`src/rtl/ins_fetch_buffer_pkg.sv`:
```
`default_nettype none
// ============================================================================
//  Module      : fetch_pkg
//  Description : Shared field widths and the decoded instruction word type
//                for the dual-issue fetch/decode buffer.
//  Revision    : 1.0  initial release
// ============================================================================
package fetch_pkg;

    localparam int OP_W   = 4;
    localparam int DES_W  = 4;
    localparam int S1_W   = 4;
    localparam int S2_W   = 4;
    localparam int IME_W  = 5;
    // Raw word width is always the sum of the fields; never overridden.
    localparam int WORD_W = OP_W + DES_W + S1_W + S2_W + IME_W;

    // Field order matches the raw word layout, MSB to LSB.
    typedef struct packed {
        logic [OP_W-1:0]  op;
        logic [DES_W-1:0] des;
        logic [S1_W-1:0]  s1;
        logic [S2_W-1:0]  s2;
        logic [IME_W-1:0] ime;
    } ins_word_t;

endpackage
`default_nettype wire

```
`src/rtl/ins_fetch_buffer_if.sv`:
```
`default_nettype none
// ============================================================================
//  Module      : ins_fetch_buffer_if
//  Description : Fetch-side and queue-side handshake bundle of the fetch
//                buffer. The slave modport is the buffer itself.
//  Revision    : 1.0  initial release
// ============================================================================
interface ins_fetch_buffer_if
    import fetch_pkg::*;
#(
    parameter int DEPTH = 8
);

    localparam int CNT_W = $clog2(DEPTH) + 1;

    // fetch side
    logic              fetch_1_vld;
    logic [WORD_W-1:0] fetch_1_word;
    logic              fetch_2_vld;
    logic [WORD_W-1:0] fetch_2_word;
    logic              fetch_rdy;

    // queue side
    logic              entry_full;
    logic              flush_en;
    logic              ins_new_1_vld;
    logic [OP_W-1:0]   ins_1_op;
    logic [DES_W-1:0]  ins_1_des;
    logic [S1_W-1:0]   ins_1_s1;
    logic [S2_W-1:0]   ins_1_s2;
    logic [IME_W-1:0]  ins_1_ime;
    logic              ins_new_2_vld;
    logic [OP_W-1:0]   ins_2_op;
    logic [DES_W-1:0]  ins_2_des;
    logic [S1_W-1:0]   ins_2_s1;
    logic [S2_W-1:0]   ins_2_s2;
    logic [IME_W-1:0]  ins_2_ime;
    logic [CNT_W-1:0]  buf_count;

    modport master (
        output fetch_1_vld, fetch_1_word, fetch_2_vld, fetch_2_word,
        output entry_full, flush_en,
        input  fetch_rdy,
        input  ins_new_1_vld, ins_1_op, ins_1_des, ins_1_s1, ins_1_s2, ins_1_ime,
        input  ins_new_2_vld, ins_2_op, ins_2_des, ins_2_s1, ins_2_s2, ins_2_ime,
        input  buf_count
    );

    modport slave (
        input  fetch_1_vld, fetch_1_word, fetch_2_vld, fetch_2_word,
        input  entry_full, flush_en,
        output fetch_rdy,
        output ins_new_1_vld, ins_1_op, ins_1_des, ins_1_s1, ins_1_s2, ins_1_ime,
        output ins_new_2_vld, ins_2_op, ins_2_des, ins_2_s1, ins_2_s2, ins_2_ime,
        output buf_count
    );

endinterface
`default_nettype wire

```
`src/rtl/ins_fetch_buffer_decode.sv`:
```
`default_nettype none
// ============================================================================
//  Module      : ins_field_decode
//  Description : Splits a raw instruction word into its named fields.
//  Revision    : 1.0  initial release
// ============================================================================
module ins_field_decode
    import fetch_pkg::*;
(
    input  wire logic [WORD_W-1:0] i_word,
    output ins_word_t              o_fields
);

    // Pure field split; the struct layout mirrors the raw word layout.
    always_comb begin
        o_fields = ins_word_t'(i_word);
    end

endmodule
`default_nettype wire

```
`src/rtl/ins_fetch_buffer.sv`:
```
`default_nettype none
// ============================================================================
//  Module      : ins_fetch_buffer
//  Description : Dual-issue circular fetch/decode buffer. Takes up to two
//                raw words per cycle from fetch and presents up to two
//                decoded instructions per cycle to the instruction queue.
//  Revision    : 1.0  initial release
// ============================================================================
module ins_fetch_buffer
    import fetch_pkg::*;
#(
    parameter int DEPTH = 8
)(
    input  wire logic         clk,
    input  wire logic         rst,
    ins_fetch_buffer_if.slave bus
);

    localparam int PTR_W = $clog2(DEPTH);
    localparam int CNT_W = PTR_W + 1;

    // Storage holds no reset: stale slots are hidden by the valid gating.
    ins_word_t        r_mem [DEPTH];

    logic [PTR_W-1:0] r_rd_ptr_q;
    logic [PTR_W-1:0] w_rd_ptr_d;
    logic [PTR_W-1:0] r_wr_ptr_q;
    logic [PTR_W-1:0] w_wr_ptr_d;
    logic [CNT_W-1:0] r_count_q;
    logic [CNT_W-1:0] w_count_d;

    logic             w_fetch_rdy;
    logic             w_push_1;
    logic             w_push_2;
    logic [1:0]       w_n_push;
    logic [1:0]       w_n_pop;
    logic [PTR_W-1:0] w_wr_ptr_p1;
    logic [PTR_W-1:0] w_rd_ptr_p1;
    ins_word_t        w_head_word;
    ins_word_t        w_next_word;
    ins_word_t        w_head_dec;
    ins_word_t        w_next_dec;

    // Push/pop decisions and next-state of pointers and occupancy.
    always_comb begin
        w_fetch_rdy = 1'b0;
        w_push_1    = 1'b0;
        w_push_2    = 1'b0;
        w_n_push    = 2'd0;
        w_n_pop     = 2'd0;
        w_rd_ptr_d  = r_rd_ptr_q;
        w_wr_ptr_d  = r_wr_ptr_q;
        w_count_d   = r_count_q;
        w_wr_ptr_p1 = r_wr_ptr_q + PTR_W'(1);
        w_rd_ptr_p1 = r_rd_ptr_q + PTR_W'(1);

        // Ready depends only on the registered count, so fetch never sees
        // a combinational path from the queue or the flush line.
        w_fetch_rdy = !rst && (r_count_q <= CNT_W'(DEPTH - 2));

        // Word 2 is only meaningful alongside word 1; a flush drops both.
        w_push_1 = bus.fetch_1_vld && w_fetch_rdy && !bus.flush_en;
        w_push_2 = w_push_1 && bus.fetch_2_vld;
        w_n_push = {1'b0, w_push_1} + {1'b0, w_push_2};

        if (rst || bus.flush_en || bus.entry_full) begin
            w_n_pop = 2'd0;
        end else if (r_count_q >= CNT_W'(2)) begin
            w_n_pop = 2'd2;
        end else begin
            w_n_pop = r_count_q[1:0];
        end

        w_rd_ptr_d = r_rd_ptr_q + PTR_W'(w_n_pop);
        w_wr_ptr_d = r_wr_ptr_q + PTR_W'(w_n_push);
        w_count_d  = r_count_q + CNT_W'(w_n_push) - CNT_W'(w_n_pop);

        // Everything buffered is younger than the mispredicted branch.
        if (bus.flush_en) begin
            w_rd_ptr_d = '0;
            w_wr_ptr_d = '0;
            w_count_d  = '0;
        end
    end

    // Pointer and occupancy registers.
    always_ff @(posedge clk) begin
        if (rst) begin
            r_rd_ptr_q <= '0;
            r_wr_ptr_q <= '0;
            r_count_q  <= '0;
        end else begin
            r_rd_ptr_q <= w_rd_ptr_d;
            r_wr_ptr_q <= w_wr_ptr_d;
            r_count_q  <= w_count_d;
        end
    end

    // Write accepted fetch words into consecutive slots.
    always_ff @(posedge clk) begin
        if (w_push_1) begin
            r_mem[r_wr_ptr_q] <= ins_word_t'(bus.fetch_1_word);
        end
        if (w_push_2) begin
            r_mem[w_wr_ptr_p1] <= ins_word_t'(bus.fetch_2_word);
        end
    end

    assign w_head_word = r_mem[r_rd_ptr_q];
    assign w_next_word = r_mem[w_rd_ptr_p1];

    ins_field_decode u_dec_head (
        .i_word   (w_head_word),
        .o_fields (w_head_dec)
    );

    ins_field_decode u_dec_next (
        .i_word   (w_next_word),
        .o_fields (w_next_dec)
    );

    assign bus.fetch_rdy     = w_fetch_rdy;
    assign bus.ins_new_1_vld = (w_n_pop != 2'd0);
    assign bus.ins_new_2_vld = (w_n_pop == 2'd2);
    assign bus.ins_1_op      = w_head_dec.op;
    assign bus.ins_1_des     = w_head_dec.des;
    assign bus.ins_1_s1      = w_head_dec.s1;
    assign bus.ins_1_s2      = w_head_dec.s2;
    assign bus.ins_1_ime     = w_head_dec.ime;
    assign bus.ins_2_op      = w_next_dec.op;
    assign bus.ins_2_des     = w_next_dec.des;
    assign bus.ins_2_s1      = w_next_dec.s1;
    assign bus.ins_2_s2      = w_next_dec.s2;
    assign bus.ins_2_ime     = w_next_dec.ime;
    assign bus.buf_count     = r_count_q;

endmodule
`default_nettype wire

```
`src/flat_wrapper.sv`:
```
// flat-port wrapper written by rule: the top's interface ports become plain ports
module ins_fetch_buffer_flat import fetch_pkg::*;
#(
    parameter int DEPTH = 8
)
  (clk, rst, bus_fetch_1_vld, bus_fetch_1_word, bus_fetch_2_vld, bus_fetch_2_word, bus_entry_full, bus_flush_en, bus_fetch_rdy, bus_ins_new_1_vld, bus_ins_1_op, bus_ins_1_des, bus_ins_1_s1, bus_ins_1_s2, bus_ins_1_ime, bus_ins_new_2_vld, bus_ins_2_op, bus_ins_2_des, bus_ins_2_s1, bus_ins_2_s2, bus_ins_2_ime, bus_buf_count);
  ins_fetch_buffer_if #(.DEPTH(DEPTH)) bus_i ();
  input  wire logic clk;
  input  wire logic rst;
  input wire logic [$bits(bus_i.fetch_1_vld)-1:0] bus_fetch_1_vld;
  input wire logic [$bits(bus_i.fetch_1_word)-1:0] bus_fetch_1_word;
  input wire logic [$bits(bus_i.fetch_2_vld)-1:0] bus_fetch_2_vld;
  input wire logic [$bits(bus_i.fetch_2_word)-1:0] bus_fetch_2_word;
  input wire logic [$bits(bus_i.entry_full)-1:0] bus_entry_full;
  input wire logic [$bits(bus_i.flush_en)-1:0] bus_flush_en;
  output wire logic [$bits(bus_i.fetch_rdy)-1:0] bus_fetch_rdy;
  output wire logic [$bits(bus_i.ins_new_1_vld)-1:0] bus_ins_new_1_vld;
  output wire logic [$bits(bus_i.ins_1_op)-1:0] bus_ins_1_op;
  output wire logic [$bits(bus_i.ins_1_des)-1:0] bus_ins_1_des;
  output wire logic [$bits(bus_i.ins_1_s1)-1:0] bus_ins_1_s1;
  output wire logic [$bits(bus_i.ins_1_s2)-1:0] bus_ins_1_s2;
  output wire logic [$bits(bus_i.ins_1_ime)-1:0] bus_ins_1_ime;
  output wire logic [$bits(bus_i.ins_new_2_vld)-1:0] bus_ins_new_2_vld;
  output wire logic [$bits(bus_i.ins_2_op)-1:0] bus_ins_2_op;
  output wire logic [$bits(bus_i.ins_2_des)-1:0] bus_ins_2_des;
  output wire logic [$bits(bus_i.ins_2_s1)-1:0] bus_ins_2_s1;
  output wire logic [$bits(bus_i.ins_2_s2)-1:0] bus_ins_2_s2;
  output wire logic [$bits(bus_i.ins_2_ime)-1:0] bus_ins_2_ime;
  output wire logic [$bits(bus_i.buf_count)-1:0] bus_buf_count;
  assign bus_i.fetch_1_vld = bus_fetch_1_vld;
  assign bus_i.fetch_1_word = bus_fetch_1_word;
  assign bus_i.fetch_2_vld = bus_fetch_2_vld;
  assign bus_i.fetch_2_word = bus_fetch_2_word;
  assign bus_i.entry_full = bus_entry_full;
  assign bus_i.flush_en = bus_flush_en;
  assign bus_fetch_rdy = bus_i.fetch_rdy;
  assign bus_ins_new_1_vld = bus_i.ins_new_1_vld;
  assign bus_ins_1_op = bus_i.ins_1_op;
  assign bus_ins_1_des = bus_i.ins_1_des;
  assign bus_ins_1_s1 = bus_i.ins_1_s1;
  assign bus_ins_1_s2 = bus_i.ins_1_s2;
  assign bus_ins_1_ime = bus_i.ins_1_ime;
  assign bus_ins_new_2_vld = bus_i.ins_new_2_vld;
  assign bus_ins_2_op = bus_i.ins_2_op;
  assign bus_ins_2_des = bus_i.ins_2_des;
  assign bus_ins_2_s1 = bus_i.ins_2_s1;
  assign bus_ins_2_s2 = bus_i.ins_2_s2;
  assign bus_ins_2_ime = bus_i.ins_2_ime;
  assign bus_buf_count = bus_i.buf_count;
  ins_fetch_buffer #(.DEPTH(DEPTH)) u_core (.clk(clk), .rst(rst), .bus(bus_i));
endmodule
```
`config.mk`:
```
export PLATFORM = sky130hd
export DESIGN_NAME = ins_fetch_buffer_flat
export DESIGN_NICKNAME = d
export VERILOG_FILES = /design/src/rtl/ins_fetch_buffer_pkg.sv /design/src/rtl/ins_fetch_buffer_if.sv /design/src/rtl/ins_fetch_buffer_decode.sv /design/src/rtl/ins_fetch_buffer.sv /design/src/flat_wrapper.sv
export SDC_FILE = /design/constraint.sdc
export NUM_CORES = 1
export LEC_CHECK = 0
export CAP_MARGIN = 10
export CORE_MARGIN = 2
export CORE_UTILIZATION = 40
export CTS_BUF_LIST = sky130_fd_sc_hd__clkbuf_8
export CTS_CLUSTER_DIAMETER = 120
export DETAILED_ROUTE_END_ITERATION = 6
export GPL_TIMING_DRIVEN = 0
export SYNTH_ARGS = -nofsm -noshare
export SYNTH_HDL_FRONTEND = slang
export SYNTH_HIERARCHICAL = 1
export SYNTH_SLANG_ARGS = --single-unit
```
`constraint.sdc`:
```
create_clock -name clk -period 3.95 [get_ports clk]
set_input_delay 0.79 -clock clk [delete_from_list [all_inputs] [get_ports clk]]
set_output_delay 0.79 -clock clk [all_outputs]
set_load 0.03 [all_outputs]
```
; ---- Word-level counts from Yosys, hierarchy flattened
; Memories as Yosys holds them, arrays and structs flattened. A register that Yosys moved wholly into a read port is not among the register bits.
; Index checks and enable logic that the tools add are counted.
[totals]
latchBits = 0
romBits = 0
register_bits = 10
input_bits = 48
ram_bits = 168
mem_count = 1
word_cells = 31
[mem_list]
columns = name, words, word_bits, rd, rd_ports_with_merged_regs, write_ports, line
row1 = u_core.r_mem, 8, 21, 2, 1, 2, ins_fetch_buffer.sv:23  ; ins_word_t r_mem [DEPTH];
[classes]
reduce_logical = 10
n_shift = 0
n_lt_le_gt_ge = 2
n_div = 0
n_addsub = 7
mux = 7
n_mul = 0
bitwise_logic = 0
eq_ne = 1
[op_table]
columns = cell, n
row1 = "3-bit by 1-bit adder with 3-bit output, second input constant", 2
row2 = 3-bit by 2-bit adder with 3-bit output, 2
row3 = 4-bit by 2-bit adder with 4-bit output, 1
row4 = "4-bit by 2-bit greater-or-equal comparator with 1-bit output, second input constant", 1
row5 = "4-bit by 3-bit less-or-equal comparator with 1-bit output, second input constant", 1
row6 = 1-bit logical AND, 4
row7 = 1-bit 2-to-1 mux, 4
row8 = 2-bit 2-to-1 mux, 2
row9 = 4-bit by 2-bit subtractor with 4-bit output, 1
row10 = 3-bit 2-to-1 mux, 1
row11 = 1-bit by 1-bit adder with 2-bit output, 1
row12 = "2-bit == test, second input constant", 1
row13 = 1-bit zero test, 2
row14 = 1-bit logical OR, 2
row15 = 2-bit nonzero test, 1
row16 = 2-bit OR reduction, 1

; ---- Depth between registers and ports, before layout
; Gate-level depths: netlist (run 1).
[depth]
word_depth = 8
depth_mapped = 14

; ---- Modules after synthesis
; Netlist (run 1), hierarchy kept.
[modules_own_cells]
columns = module, seq_area_each_um2, cells_per_inst, area_each_um2, n_inst
row1 = ins_fetch_buffer, 5245.0, 614, 10436.3, 1
row2 = ins_field_decode, 0.0, 21, 157.7, 2

; ---- Least setup slack after synthesis (run 1)
; Ideal clock, no wire load.
[synth_path]
path_type = input to register
from = in bus_flush_en
to = mem u_core/r_mem[6][0] in the netlist's numbering, enable pin
cell_stages = 4
t_arrival_ps = 2507
path_slack_ps = 1037
t_required_ps = 3544
setup_ps = 406
path_cell_list = and2b_1 nand4_1 nand2b_1 a21oi_1
[synth_rtl]
columns = item, line
row1 = start: declaration, flat_wrapper.sv:15  ; input wire logic [$bits(bus_i.flush_en)-1:0] bus_flush_en;
row2 = end: declaration, ins_fetch_buffer.sv:23

==> flow_summary.toml, run 1 <==
[final_layout]
syn_to_final_growth_pct = 19.25
final_cell_mix = "mux2_2 (206), edfxtp_1 (168), clkdlybuf4s50_1 (95)"
fill_cells = 2227
final_common_cell = "mux2_2"
drive_gt1_share_pct = 53.43
nets = 837
final_cells = 1130

[detailed_routing]
vias = 6572
wl_um = 29400
wire_per_inst_um = 26.02
drt_iter0_markers = 525
ant_nets = 0
viasPerCell = 5.816
dr.pass1.iters = 7
drc_errors = 0

[power]
p_leak_nw = 4.170
p_per_area_mw_per_mm2 = 301.7
vdd_ir_drop_max_uv = 199.4
comb_power_share_pct = 10.1
internal_power_mw = 2.981
clkPwrFrac_pct = 35.9
power_switching_uw = 886.6
switching_share_pct = 22.92
p_seq_share_pct = 54.0

[clocking]
postCtsHoldBufs = 0
cts.clk_slew.worst_paths_ns = 0.10
h-tree-depth = 4
postCtsSetupBuffers = 0
cts.path.max_buffers = 2
cts_tree = "done"
cts.sinks = 178
cts_buffers = 17
clock-root-buffer = "clkbuf_8"
worstSkewPairLatency_ns = 0.46

[die]
dieArea_mm2 = 0.02821
io_pins = 97
die_y_um = 167.9
floorplan.initialDensity_pct = 40.34
num_rows = 60
die_x_um = 167.9
core_mm2 = 0.02665

[global_routing]
grt_pass1_vias = 6862
antenna_found_initial = 1
grt_remaining_overflow = 0
gr-usage-all-layers_pct = 21.19
grt_pass1_wl_um = 43290
grt_max_degree = 22

[sta]
hold_viol = 0
fin_crit_sh_pct = 97.87
hold_slack_ns = 0.7057
skew_ns = 0.01863
period_needed_ns = 3.866
drv_slew = 0
final-setup-viol-count = 0
fin_ws_ns = 0.08414
timing.fmax_ghz = 0.2587
slew_headroom_pct = 36.42
rsz0062_at_grt = "true"
worst_pin_slew_ns = 0.9537

[worst_setup_path]
endpoint_kind = "output pin"
required_ns = 3.16
crit_type = "reg2out"
rr_worst_depth = 13
crit_path_start_kind = "flip-flop"
critPathMaxFanout = 10
arrival_ns = 3.08

[place]
pre_cts_ws_ns = 0.05665
gp_congestion = 0.7793
portBuffers = 96
dp_hpwl_um = 19200
placedCellCount = 1097

[yosys]
yosys_warnings = 6
syn-num-nets = 718
synth.cell_area_mm2 = 0.01075
ys_seq_area_share_pct = 48.78
ys_types = 36
syn_inst = 656
avgSynthCellArea_um2 = 16.39
yosys_register_bits = 178

[outcome]
status = "finished, final reports clean"

[worst_hold_path]
hold_path_depth = 3
worst_hold_path_type = "reg2reg"

[job]
cap_violations = 0
-- through the flow --
step	TNS [ns]	cell area (um2)	total power, mW	util (%)
6_report	0	12820	3.868	48.11
5_1_grt	-0.03346	12820	4.009	48.11
4_1_cts	0	12810	3.908	48.08
3_5_place_dp	0	12320	2.520	46.24
3_3_place_gp	-99.40	12140	2.500	45.55
2_1_floorplan	0	10750	2.352	-
-- final cells by class --
class,instances,area [um2],share of cell area (%)
Sequential cell,178,5245,40.91
Multi-Input combinational cell,378,5000,39.00
Timing Repair Buffer,100,1070,8.344
Buffer,86,585.6,4.567
Tap cell,341,426.7,3.328
Clock buffer,17,234.0,1.825
Clock inverter,15,205.2,1.600
Inverter,14,52.55,0.4099
Antenna cell,1,2.502,0.01952
-- path summary, 6_finish.rpt --
kind / start / endpoint / slack (ns)
max reg2reg: u_core/bus.buf_count[3]$_SDFF_PP0_ / u_core/bus.buf_count[2]$_SDFF_PP0_ / 1.04
min reg2reg: u_core/r_wr_ptr_q[2]$_SDFF_PP0_ / u_core/r_wr_ptr_q[2]$_SDFF_PP0_ / 0.71
max: u_core/r_rd_ptr_q[0]$_SDFF_PP0_ / bus_ins_2_op[1] / 0.08
min: u_core/r_wr_ptr_q[2]$_SDFF_PP0_ / u_core/r_wr_ptr_q[2]$_SDFF_PP0_ / 0.71
-- what timing repair did --
item,CTS,global route
pin swaps,0,0
endpoints found under the setup margin,42,34
resized for setup,24,5
-- cells in the mapped netlist --
| library cell | instances | area [um2] |
|---|---|---|
| a211oi_1 | 2 | 15.01 |
| a21o_1 | 1 | 7.510 |
| a21oi_1 | 5 | 25.02 |
| a2bb2oi_1 | 1 | 8.760 |
| a32oi_1 | 3 | 26.28 |
| and2_1 | 5 | 31.28 |
| and2b_1 | 2 | 15.01 |
| and4bb_1 | 1 | 12.51 |
| and4bb_2 | 1 | 12.51 |
| buf_2 | 30 | 150.1 |
| buf_4 | 45 | 337.8 |
| clkbuf_1 | 11 | 41.29 |
| dfxtp_1 | 10 | 200.2 |
| edfxtp_1 | 168 | 5045 |
| fa_1 | 4 | 80.08 |
| ha_1 | 10 | 125.1 |
| inv_1 | 13 | 48.80 |
| inv_2 | 1 | 3.750 |
| mux2_1 | 4 | 45.04 |
| mux2_2 | 206 | 2320 |
| mux4_2 | 84 | 1892 |
| nand2_1 | 4 | 15.01 |
| nand2b_1 | 2 | 12.51 |
| nand3_1 | 7 | 35.03 |
| nand3b_1 | 1 | 7.510 |
| nand4_1 | 4 | 25.02 |
| nand4b_1 | 1 | 8.760 |
| nor2_1 | 13 | 48.80 |
| nor2b_1 | 2 | 12.51 |
| nor3_1 | 4 | 20.02 |
| nor3_2 | 3 | 30.03 |
| or2_2 | 1 | 6.260 |
| xnor2_1 | 3 | 26.28 |
| xnor2_2 | 1 | 16.27 |
| xor2_1 | 2 | 17.52 |
| xor2_4 | 1 | 27.53 |
-- flip-flops by register name, indices dropped and copies added (netlist names) --
register / count
u_core/r_wr_ptr_q: 3
u_core/r_rd_ptr_q: 3
u_core/bus.buf_count: 4
u_core/r_mem: 168
-- kinds of logic after synthesis --
kind of cell,share of synthesized area (%)
AO/OA/AOI/OAI,0.7681
AND/OR/NAND/NOR,2.723
multiplexers,39.59
flip-flops,48.78
XOR/XNOR,0.8148
adder cells (fa/ha/maj),1.909
buffers and inverters,5.411
-- metal layers --
metal / GRT usage (%) / vias up / wire [um]
met4: 4.839 / 0 / 315
met5: 0 / - / 0
li1: - / 2836 / -
met2: 35.05 / 230 / 14390
met1: 29.50 / 3486 / 13000
met3: 3.573 / 20 / 1691
-- power groups by stage --
stage | registers (mW) | logic (mW) | clock network, mW
final | 2.09 | 0.390 | 1.39
after global placement | 2.13 | 0.369 | 0
after detailed placement | 2.13 | 0.388 | 0
after CTS | 2.09 | 0.391 | 1.43
after floorplan | 2.13 | 0.219 | 0
after global routing | 2.09 | 0.418 | 1.50
-- critical path, cell delays in order (launching register included) --
cell	delay (ns)
dfxtp_1	0.39
ha_1	0.30
clkbuf_1	0.25
buf_4	0.32
mux4_2	0.35
mux2_2	0.29
buf_4	0.13
clkdlybuf4s50_1	0.58
No activity file was read; power rests on OpenSTA's default activity.
==> run 2: changes to the inputs <==
CAP_MARGIN = 20   (was 10)
CORE_UTILIZATION = 30   (was 40)
==> run 2 against run 1 <==
Non-clock buffer count is 1 lower. Combinational power hardly changed. Power is 3.4% lower. Register-to-register slack worse by 0.04 ns. Sequential power hardly changed. Final cell count is 10% higher. Critical path depth stayed put. First-iteration DRC count is 7.0% lower. Via count is 2.7% lower. Critical path type unchanged. Routed wire length is 3.0% lower. Worst setup slack better by 0.054 ns. Core utilization is 12 points lower.
==> flow_summary.toml, run 2 (same netlist as run 1, synthesis figures left out) <==
[clocking]
cts.clk_slew.worst_paths_ns = 0.09
cts_buffers = 17
cts.path.max_buffers = 2
cts.sinks = 178
worstSkewPairLatency_ns = 0.48
clock-root-buffer = "clkbuf_8"
h-tree-depth = 4
cts_tree = "done"

[final_layout]
final_cell_mix = "mux2_2 (206), edfxtp_1 (168), clkdlybuf4s50_1 (96)"
top_register = "u_core/r_mem"
final_common_cell = "mux2_2"
fill_cells = 3360
drive_gt1_share_pct = 53.05
largest_reg_flops = 168
final_cells = 1247
stdcell_area_mm2 = 0.01291
diodes = 0
nets = 836
syn_to_final_growth_pct = 20.11

[die]
io_pins = 97
die_x_um = 193.3
core_mm2 = 0.03540
num_rows = 69
dieArea_mm2 = 0.03737
die_y_um = 193.3
floorplan.initialDensity_pct = 30.37

[worst_hold_path]
hold_path_depth = 2
hp-start = "u_core/r_rd_ptr_q[0]$_SDFF_PP0_"
holdPathEnd = "u_core/r_rd_ptr_q[0]$_SDFF_PP0_"
worst_hold_path_type = "reg2reg"

[worst_setup_path]
arrival_ns = 3.02
endpoint_kind = "output pin"
crit_type = "reg2out"
regToRegEndpoint = "u_core/bus.buf_count[1]$_SDFF_PP0_"
rr_worst_depth = 12
crit_chain = "buf_6 -> buf_4 -> buf_4 -> mux4_2 -> mux2_2 -> buf_4 -> clkdlybuf4s50_1"
crit_slowest_cell = "clkdlybuf4s50_1"
slowest_delay_ns = 0.58
timing.rr.start = "u_core/bus.buf_count[3]$_SDFF_PP0_"
timing.critical_path.buf_inv = 5
crit_path_start_kind = "flip-flop"
path_depth = 7
crit_top_cell = "buf_4"
required_ns = 3.16
crit_family = "buffers and inverters"
critPathMaxFanout = 10
r2r_slack_ns = 1.00

[detailed_routing]
drt_iter0_markers = 488
vias = 6392
viasPerCell = 5.126
wire_per_inst_um = 22.87
drc_errors = 0
dr.pass1.iters = 5
ant_nets = 0
wl_um = 28520

[sta]
period_needed_ns = 3.812
final-setup-viol-count = 0
hold_viol = 0
drv_slew = 0
worst_pin_slew_ns = 0.9188
hold_slack_ns = 0.6763
fin_crit_sh_pct = 96.50
rsz0062_at_grt = "false"
timing.fmax_ghz = 0.2624
skew_ns = 0.01996
slew_headroom_pct = 38.60

[place]
placedCellCount = 1217
gp_congestion = 0.7452
dp_hpwl_um = 18870
portBuffers = 96
place_area_mm2 = 0.01247

[global_routing]
grt_max_degree = 22
grt_pass1_wl_um = 42370
antenna_found_initial = 0
grt_pass1_vias = 6728
grt_remaining_overflow = 0
gr-usage-all-layers_pct = 15.33

[outcome]
status = "finished, final reports clean"

[job]
cap_violations = 0

[power]
total_power_mw = 3.736
p_leak_nw = 4.145
vdd_ir_drop_max_uv = 159.2
p_per_area_mw_per_mm2 = 289.3
run 2: cell types whose count changed in the layout (fill, tap and decap cells not counted), sizes merged:
cell	previous run	this run
buf	83	82
bufinv	4	3
clkdlybuf4s50	95	96
clkinv	3	9
clkinvlp	1	0
diode	1	0
dlygate4sd2	1	0
inv	21	16
run 2: worst max-delay path by stage:
stage	start	endpoint	slack, ns
after global routing	u_core/r_rd_ptr_q[0]$_SDFF_PP0_	bus_ins_1_ime[0]	0.02
final	u_core/r_rd_ptr_q[0]$_SDFF_PP0_	bus_ins_1_ime[0]	0.14
after CTS	u_core/r_rd_ptr_q[0]$_SDFF_PP0_	bus_ins_2_ime[1]	0.0007
after floorplan	bus_flush_en	u_core/r_mem[6][0]$_DFFE_PP_	1.04
after detailed placement	u_core/r_rd_ptr_q[0]$_SDFF_PP0_	bus_ins_1_des[2]	0.10
after global placement	bus_flush_en	u_core/r_mem[6][13]$_DFFE_PP_	-0.90
run 2: through the flow:
step           TNS, ns  utilization [%]  setup slack (ns)
2_1_floorplan        0                -             1.037
3_3_place_gp    -95.90            34.72           -0.9045
3_5_place_dp         0            35.24            0.1031
4_1_cts              0            36.48         0.0006581
5_1_grt              0            36.48           0.02485
6_report             0            36.48            0.1384
run 2: power breakdown:
group / internal (mW) / switching, mW / total (mW)
logic: 0.203 / 0.188 / 0.391
registers: 2.08 / 0.00887 / 2.09
clock network: 0.609 / 0.648 / 1.26
total: 2.89 / 0.845 / 3.74
run 2: final cells by class:
class / instances / area [um2] / share of cell area, %
Clock inverter: 14 / 148.9 / 1.153
Tap cell: 461 / 576.8 / 4.467
Inverter: 14 / 52.55 / 0.4069
Multi-Input combinational cell: 378 / 5000 / 38.72
Sequential cell: 178 / 5246 / 40.63
Clock buffer: 17 / 234.0 / 1.812
Timing Repair Buffer: 100 / 1071 / 8.294
Buffer: 85 / 584.3 / 4.525
run 2: metal layers:
layer  track usage [%]  part of all wire [%]  vias to the layer above
met5                 0                     0                        -
met2             25.40                    49                      209
met1             20.81                    44                     3330
li1                  -                     -                     2825
met4             3.817                   1.4                        0
met3             2.824                   5.8                       28
run 2: worst reg2reg max path, cell delays in order (launching register included):
cell and delay, ns:
dfxtp_1 0.38, inv_1 0.07, ha_1 0.20, and4bb_1 0.20, nor2_1 0.28, buf_2 0.48
nor3_1 0.14, inv_1 0.08, ha_1 0.22, inv_1 0.06, ha_1 0.18, fa_1 0.41
and2_1 0.15
run 2: timing repair:
action | CTS | global route
resized for setup | 23 | 5
endpoints found under the hold margin | 0 | 0
setup buffers | 0 | 0
cloned | 0 | 0
pin swaps | 0 | 0
hold buffers | 0 | 0
setup endpoints to repair | 42 | 40
==> run 3: changes to the inputs <==
RECOVER_POWER = 100   (was default)
==> run 3 against run 2 <==
The flow now finishes with violations (capacitance limit, slew limit). Largest power group unchanged. Sequential share of layout area grew 0.49 points. Fmax shrank 0.19%. Critical path depth fell by 2. Combinational power is 2% lower. Critical path type is now in2out. Non-clock buffer count stayed put. Via count is 0.23% higher. Global-route usage unchanged. Worst setup slack lost 0.0072 ns. First-iteration DRC count is 6.4% lower. Core utilization fell by 0.43 points. Highest routed layer unchanged.
==> flow_summary.toml, run 3 (same netlist as run 1, synthesis figures left out) <==
[outcome]
status = "finished with violations"
violations = "capacitance limit, slew limit"

[global_routing]
gr-usage-all-layers_pct = 15.33
antenna_found_initial = 0
grt_pass1_wl_um = 42370
grt_pass1_vias = 6728
grt_max_degree = 22
grt_remaining_overflow = 0

[detailed_routing]
wl_um = 28510
wire_per_inst_um = 22.86
viasPerCell = 5.138
drt_iter0_markers = 457
dr.pass1.iters = 5
ant_nets = 0
drc_errors = 0
vias = 6407

[clocking]
cts_buffers = 17
cts.sinks = 178
postCtsHoldBufs = 0
h-tree-depth = 4
worstSkewPairLatency_ns = 0.48
cts.clk_slew.worst_paths_ns = 0.09
cts_tree = "done"
postCtsSetupBuffers = 0
clock-root-buffer = "clkbuf_8"
cts.path.max_buffers = 2

[sta]
worst_pin_slew_ns = 1.741
drv_slew = 86
rsz0062_at_grt = "false"
timing.fmax_ghz = 0.2619
slew_headroom_pct = -16.06
final-setup-viol-count = 0
skew_ns = 0.01854
fin_ws_ns = 0.1312
fin_crit_sh_pct = 96.68
period_needed_ns = 3.819
hold_slack_ns = 0.6734
timing.setup.tns_ns = 0
hold_viol = 0

[final_layout]
diodes = 0
final_common_cell = "mux2_2"
stdcell_area_mm2 = 0.01276
final_cell_mix = "mux2_2 (206), edfxtp_1 (168), mux4_2 (84)"
drive_gt1_share_pct = 49.87
multiInputGateArea_mm2 = 0.004925
seq_area_mm2 = 0.005246
syn_to_final_growth_pct = 18.69
fill_cells = 3387
utilization_pct = 36.05
largest_reg_flops = 168
nets = 836
top_register = "u_core/r_mem"
final_cells = 1247

[job]
cap_violations = 6

[worst_setup_path]
critPathMaxFanout = 9
crit_family = "buffers and inverters"
slowest_delay_ns = 0.77
crit_chain = "dlygate4sd3_1 -> or2_2 -> clkbuf_1 -> a211oi_1 -> dlygate4sd3_1"
timing.rr.start = "u_core/r_wr_ptr_q[1]$_SDFF_PP0_"
required_ns = 3.16
endpoint_kind = "output pin"
crit_top_cell = "dlygate4sd3_1"
arrival_ns = 3.03
timing.critical_path.buf_inv = 3
crit_path_start_kind = "primary input"
crit_type = "in2out"
critPathLaunch = "bus_flush_en"
crit_slowest_cell = "dlygate4sd3_1"

[power]
p_leak_nw = 4.106
vdd_ir_drop_max_uv = 158.3
p_per_area_mw_per_mm2 = 292.2
total_power_mw = 3.729

[place]
gp_congestion = 0.7452
dp_hpwl_um = 18870
pre_cts_ws_ns = 0.1031
portBuffers = 96
placedCellCount = 1217
place_area_mm2 = 0.01247

[worst_hold_path]
worst_hold_path_type = "reg2reg"
hp-start = "u_core/r_rd_ptr_q[0]$_SDFF_PP0_"

[die]
die_x_um = 193.3
dieArea_mm2 = 0.03737
die_y_um = 193.3
io_pins = 97
floorplan.initialDensity_pct = 30.37
num_rows = 69
core_mm2 = 0.03540
==> run 3: worst paths after layout <==
check / to / slack, ns / cells after the start
max: bus_ins_new_1_vld / 0.13 / 5
min reg2reg: u_core/r_rd_ptr_q[0]$_SDFF_PP0_ / 0.67 / 2
min: u_core/r_rd_ptr_q[0]$_SDFF_PP0_ / 0.67 / 2
max reg2reg: u_core/r_mem[5][13]$_DFFE_PP_ / 0.42 / 6
==> run 3: power by group <==
part	total, mW	internal (mW)	switching [mW]
clock network	1.26	0.609	0.650
logic	0.382	0.199	0.183
registers	2.09	2.08	0.00872
==> run 3: repair_timing <==
item,CTS,global route
cloned,0,0
pin swaps,0,0
resized for setup,23,5
endpoints found under the hold margin,0,0
setup endpoints to repair,42,40
==> run 3: worst min-delay path, stage by stage, from the launching register on <==
cell and delay, ns:
dfxtp_2 0.40, ha_1 0.14, and2_1 0.10
==> run 3: per-layer routing <==
layer,vias to the layer above,track usage [%],wire [um]
li1,2830,-,-
met1,3350,20.81,12590
met2,204,25.40,14030
met3,23,2.824,1537
met4,0,3.817,352
met5,-,0,0
==> run 3: area by class of cell <==
type | instances | share of cell area [%]
Inverter | 14 | 0.4118
Buffer | 85 | 4.324
Sequential cell | 178 | 41.11
Multi-Input combinational cell | 378 | 38.59
Tap cell | 461 | 4.520
Clock buffer | 17 | 1.834
Clock inverter | 14 | 1.167
Timing Repair Buffer | 100 | 8.040
